==> config.mk <==
export PLATFORM = sky130hd
export DESIGN_NAME = clause_vote_scheduler
export DESIGN_NICKNAME = d
export VERILOG_FILES = /design/src/rtl/clause_vote_scheduler.sv
export SDC_FILE = /design/constraint.sdc
export NUM_CORES = 1
export LEC_CHECK = 0
export ABC_AREA = 1
export CAP_MARGIN = 20
export CORE_UTILIZATION = 38
export CTS_CLUSTER_SIZE = 10
export DETAILED_ROUTE_END_ITERATION = 10
export SLEW_MARGIN = 20
export SYNTH_ARGS = -nofsm -noshare
export SYNTH_HDL_FRONTEND = slang
export SYNTH_SLANG_ARGS = --single-unit
==> constraint.sdc <==
create_clock -name clock -period 3.06 [get_ports clock]
set_input_delay 0.459 -clock clock [delete_from_list [all_inputs] [get_ports clock]]
set_output_delay 0.459 -clock clock [all_outputs]
set_load 0.03 [all_outputs]
==> src/rtl/clause_vote_scheduler.sv <==
// Inference sequencer for a convolutional Tsetlin machine: streams (class, clause) addresses,
// accumulates the in-order clause results into signed per-class votes and tracks the argmax.
module clause_vote_scheduler #(
  parameter int unsigned NUM_CLASSES     = 10,
  parameter int unsigned NUM_CLAUSES     = 512,
  parameter int unsigned CLASS_W         = 4,
  parameter int unsigned CLAUSE_W        = 9,
  parameter int unsigned SUM_W           = 11,
  parameter int unsigned MAX_OUTSTANDING = 8
) (
  input  logic                clock,
  input  logic                reset,
  input  logic                start,
  input  logic                abort,
  output logic                busy,
  output logic                addr_valid,
  input  logic                addr_ready,
  output logic [CLASS_W-1:0]  class_idx,
  output logic [CLAUSE_W-1:0] clause_idx,
  input  logic                res_valid,
  input  logic                res_clause,
  output logic                done,
  output logic [CLASS_W-1:0]  pred_class,
  output logic [SUM_W-1:0]    pred_sum
);

  localparam int unsigned OutW = 8;
  localparam logic [CLASS_W-1:0]  LastClass  = CLASS_W'(NUM_CLASSES - 1);
  localparam logic [CLAUSE_W-1:0] LastClause = CLAUSE_W'(NUM_CLAUSES - 1);
  localparam logic [OutW-1:0]     MaxOut     = OutW'(MAX_OUTSTANDING);

  typedef enum logic [1:0] {StIdle, StRun, StDrain, StFinish} state_e;

  state_e                    state_q, state_d;
  logic [CLASS_W-1:0]        iss_class_q, iss_class_d, ret_class_q, ret_class_d;
  logic [CLAUSE_W-1:0]       iss_clause_q, iss_clause_d, ret_clause_q, ret_clause_d;
  logic [OutW-1:0]           out_q, out_d;
  logic signed [SUM_W-1:0]   acc_q, acc_d, best_sum_q, best_sum_d, pred_sum_q, pred_sum_d;
  logic [CLASS_W-1:0]        best_cls_q, best_cls_d, pred_class_q, pred_class_d;
  logic                      xfer, res_acc, last_res;
  logic signed [SUM_W-1:0]   delta, final_sum;

  always_ff @(posedge clock or negedge reset) begin
    if (!reset) begin
      state_q      <= StIdle;
      iss_class_q  <= '0;
      iss_clause_q <= '0;
      ret_class_q  <= '0;
      ret_clause_q <= '0;
      out_q        <= '0;
      acc_q        <= '0;
      best_sum_q   <= '0;
      best_cls_q   <= '0;
      pred_sum_q   <= '0;
      pred_class_q <= '0;
    end else begin
      state_q      <= state_d;
      iss_class_q  <= iss_class_d;
      iss_clause_q <= iss_clause_d;
      ret_class_q  <= ret_class_d;
      ret_clause_q <= ret_clause_d;
      out_q        <= out_d;
      acc_q        <= acc_d;
      best_sum_q   <= best_sum_d;
      best_cls_q   <= best_cls_d;
      pred_sum_q   <= pred_sum_d;
      pred_class_q <= pred_class_d;
    end
  end

  always_comb begin
    state_d      = state_q;
    iss_class_d  = iss_class_q;
    iss_clause_d = iss_clause_q;
    ret_class_d  = ret_class_q;
    ret_clause_d = ret_clause_q;
    out_d        = out_q;
    acc_d        = acc_q;
    best_sum_d   = best_sum_q;
    best_cls_d   = best_cls_q;
    pred_sum_d   = pred_sum_q;
    pred_class_d = pred_class_q;

    busy       = (state_q == StRun) || (state_q == StDrain);
    done       = (state_q == StFinish);
    addr_valid = (state_q == StRun) && (out_q != MaxOut);
    class_idx  = iss_class_q;
    clause_idx = iss_clause_q;
    // Final result is visible through the done cycle, then held in pred_*_q.
    pred_class = done ? best_cls_q : pred_class_q;
    pred_sum   = done ? best_sum_q : pred_sum_q;

    xfer     = addr_valid && addr_ready;
    res_acc  = busy && res_valid && (out_q != '0);
    last_res = (ret_class_q == LastClass) && (ret_clause_q == LastClause);

    if (!res_clause)          delta = '0;
    else if (ret_clause_q[0]) delta = SUM_W'(1);
    else                      delta = '1;
    final_sum = acc_q + delta;

    unique case (state_q)
      StIdle: begin
        if (start && !abort) begin
          state_d      = StRun;
          iss_class_d  = '0;
          iss_clause_d = '0;
          ret_class_d  = '0;
          ret_clause_d = '0;
          out_d        = '0;
          acc_d        = '0;
          best_sum_d   = '0;
          best_cls_d   = '0;
          pred_sum_d   = '0;
          pred_class_d = '0;
        end
      end
      StRun, StDrain: begin
        if (abort) begin
          state_d = StIdle;
        end else begin
          if (xfer) begin
            if (iss_clause_q == LastClause) begin
              iss_clause_d = '0;
              if (iss_class_q == LastClass) begin
                iss_class_d = '0;
                state_d     = StDrain;
              end else begin
                iss_class_d = iss_class_q + CLASS_W'(1);
              end
            end else begin
              iss_clause_d = iss_clause_q + CLAUSE_W'(1);
            end
          end
          if (res_acc) begin
            if (ret_clause_q == LastClause) begin
              // Strict compare keeps the lower class index on ties.
              if ((ret_class_q == '0) || (final_sum > best_sum_q)) begin
                best_sum_d = final_sum;
                best_cls_d = ret_class_q;
              end
              acc_d        = '0;
              ret_clause_d = '0;
              ret_class_d  = (ret_class_q == LastClass) ? '0 : ret_class_q + CLASS_W'(1);
            end else begin
              acc_d        = final_sum;
              ret_clause_d = ret_clause_q + CLAUSE_W'(1);
            end
            if (last_res) state_d = StFinish;
          end
          out_d = out_q + OutW'(xfer) - OutW'(res_acc);
        end
      end
      StFinish: begin
        pred_sum_d   = best_sum_q;
        pred_class_d = best_cls_q;
        state_d      = StIdle;
      end
      default: state_d = StIdle;
    endcase
  end

endmodule

==> impl_metrics.ini <==
[outcome]
outcome = complete, but fails checks
violations = setup timing

[clock_network]
clk-insertion-delay-late_ps = 340
clock_path_buffers = 2
cts_made_buffers = 9
root_buffer = clkbuf_16
clkTransAtPathRegs_ps = 70
cts_max_level = 3
cts_tree = done
cts_sinks = 77
postCtsHoldBufs = 0

[final_layout]
syn2layout_area_growth_pct = 34.7
final_cell_area_mm2 = 0.00671
utilization = 0.529
drive_above_1_share = 0.242
antenna_cells = 0
nNetsFinal = 812

[route]
drc = 0
drt-initial-drc-count = 243
wirelength_um = 13200
viasPerCell = 5.06
vias = 4759
routedWlPerCell_um = 14.1
ant_nets = 0
dr.pass1.iters = 5

[worst_setup_path]
path_cells = buf_6, nor2_4, buf_12, ha_4, nand2_2, inv_2, nor3_4, nand3_2, nand2_2, nand2_2, buf_4, buf_4, buf_4, buf_4, buf_4, buf_4, buf_4, buf_4, buf_4, buf_4, buf_4, o22ai_2
r2r-end = acc_q[10]
path_buf_inv = 14
path_delay_family = buffers and inverters
required_ps = 3320
cpPeakStageDelay_ps = 410
end_kind = flop
slowest_stage = dfrtp_1
r2r-start = ret_clause_q[0]
reg2reg_slack_ps = -40
startpoint_type = flop
worst_ep_arrival_time_ps = 3360
worst-setup-path-type = reg2reg
crit_start = ret_clause_q[0]
cpMostUsedCell = buf_4
reg2reg_depth = 22
crit_path_max_fanout = 5

[place]
portBuffers = 37
routabilityCongestion = 0.890
hpwl_um = 8880
placed_cell_area_mm2 = 0.00580

[synthesis]
synth.top_cell.area_share = 0.387
syn_nets = 711
ys_seq_area_frac = 0.387
yosys_register_bits = 77
synth_ff_type = dfrtp_1
ys_types = 45
syn_area_mm2 = 0.00498
async_flop_share = 1.00
synth-edff-count = 0
syn_inst = 663
yosys.area.top_type = dfrtp_1
ys.warnings.count = 0
avgSynthCellArea_um2 = 7.51
synthTopCellsByArea = dfrtp_1, nand2_1, ha_1, inv_1, o21ai_0

[pwr]
powerDensity_mw_per_mm2 = 1010
power_w = 0.00674
power_leakage_nw = 3.17
vdd_drop_max_mv = 0.589

[global_routing]
met1_usage = 0.259
antenna_found_initial = 0
use_met2 = 0.338
grt-busiest-layer = met2
grt_usage = 0.201
grt_pass1_vias = 4625
grt_max_degree = 78
grt_use_met3 = 0.0332
grt.overflow.total = 0
grt_pass1_wl_um = 21500

[sta]
hold_violations = 0
timing.fmax_ghz = 0.323
rsz0062_at_grt = true
finClkSkew_ps = 4.37
period_share = 1.01
final-setup-viol-count = 1
final.setup.worst_slack_ps = -39.9
finalCriticalPeriod_ps = 3100
drv_slew = 0
worst-slew-pin-transition_ps = 730
slew_headroom = 0.513

[floorplanning]
dieArea_mm2 = 0.0136
fp-row-count = 41
die_x_um = 116
core_mm2 = 0.0127
fp.dieH_um = 116
ios = 38
start_util = 0.393

[hold_path]
hp-class = in2async

[run]
cap_violations = 0
[cells by family (layout without fill, tap and decap cells)]
logic type | count (synthesis) | after routing | synth area share
and+or+nand+nor | 281 | 281 | 0.246
buffers and inverters | 129 | 235 | 0.103
AOI/OAI and AO/OA | 121 | 121 | 0.133
DFF | 77 | 77 | 0.387
adders and majority gates | 41 | 41 | 0.105
xor gates and xnor gates | 14 | 14 | 0.0262
[worst register-to-register path, cell delays in order (launching register included)]
cell and delay, ps:
dfrtp_1 410, buf_6 130, nor2_4 140, buf_12 130, ha_4 210, nand2_2 60
inv_2 40, nor3_4 200, nand3_2 100, nand2_2 90, nand2_2 60, buf_4 130
buf_4 130, buf_4 130, buf_4 120, buf_4 120, buf_4 120, buf_4 130
buf_4 120, buf_4 120, buf_4 120, buf_4 120, o22ai_2 90
[sequential cells by signal, indices dropped and copies added (netlist names)]
register,cells
out_q,8
pred_class_q,4
clause_idx,9
best_cls_q,4
best_sum_q,11
acc_q,11
ret_clause_q,9
pred_sum_q,11
state_q,2
ret_class_q,4
class_idx,4
[repair_timing]
item                                    in CTS  in global routing
pin swaps                                   12                 36
endpoints found under the setup margin      15                 17
resized for setup                           24                 80
cloned                                       2                  0
buffers inserted                            14                 11
[where the power goes]
part / switching (W) / internal (W)
logic: 0.00234 / 0.00176
registers: 0.000261 / 0.00128
clock network: 0.000470 / 0.000643
[synth_stat cells (10+ instances only)]
| cell | number |
|---|---|
| a21oi_1 | 19 |
| clkbuf_1 | 10 |
| dfrtp_1 | 77 |
| ha_1 | 40 |
| inv_1 | 107 |
| nand2_1 | 157 |
| nand3_1 | 46 |
| nand4_1 | 15 |
| nor2_1 | 36 |
| o21ai_0 | 66 |
| o21ai_1 | 11 |
| o22ai_1 | 10 |
| xor2_1 | 13 |
[how the worst max path moves through the flow]
stage                      to  slack [ps]  cells after the start
2_1_floorplan  best_sum_q[10]          50                     28
3_3_place_gp    best_sum_q[2]        -570                     25
3_5_place_dp    best_sum_q[1]        -630                     26
4_1_cts         best_cls_q[2]          30                     28
5_1_grt         best_cls_q[0]        -170                     23
6_report            acc_q[10]         -40                     22
[layer usage]
layer / wire [µm] / part of all wire
met1: 6090 / 0.46
met2: 6510 / 0.49
met3: 368 / 0.028
met4: 278 / 0.021
met5: 0 / 0
[per-stage QoR]
| stage | setup TNS [ps] | hold slack (ps) | std cells | setup slack [ps] |
|---|---|---|---|---|
| CTS | 0 | 334 | 930 | 25.3 |
| detailed placement | -8950 | 473 | 898 | -632 |
| global route | -2190 | 204 | 941 | -169 |
| finish | -39.9 | 140 | 941 | -39.9 |
| floorplan | 0 | 163 | 663 | 50.7 |
| global placement | -8440 | 468 | 898 | -574 |
[layout make-up]
type | count | area [µm²]
Fill cell | 1208 | 5970
Tap cell | 172 | 215
Inverter | 112 | 420
Multi-Input combinational cell | 457 | 2900
Clock buffer | 9 | 225
Timing Repair Buffer | 107 | 938
Sequential cell | 77 | 1930
Clock inverter | 7 | 80.1
[layout by cell type, fill, tap and decap left out, types with 3 or more instances in the layout]
master,Yosys,layout
nand2_1,157,122
inv_1,107,98
dfrtp_1,77,77
o21ai_0,66,64
buf_4,1,61
nand3_1,46,39
clkdlybuf4s50_1,0,35
nand2_2,5,34
ha_1,40,33
nor2_1,36,29
a21oi_1,19,17
nand4_1,15,15
inv_2,4,13
xor2_1,13,10
o22ai_1,10,9
o21ai_1,11,9
clkbuf_16,0,9
buf_6,3,9
nor3_1,9,8
nand3_2,0,7
nor2_2,2,7
nand2_4,0,6
ha_4,0,6
o21ai_2,1,5
nor2_4,1,3
xor2_2,1,3
a21oi_2,1,3
inv_6,0,3
(Power assumes the default switching activity.)
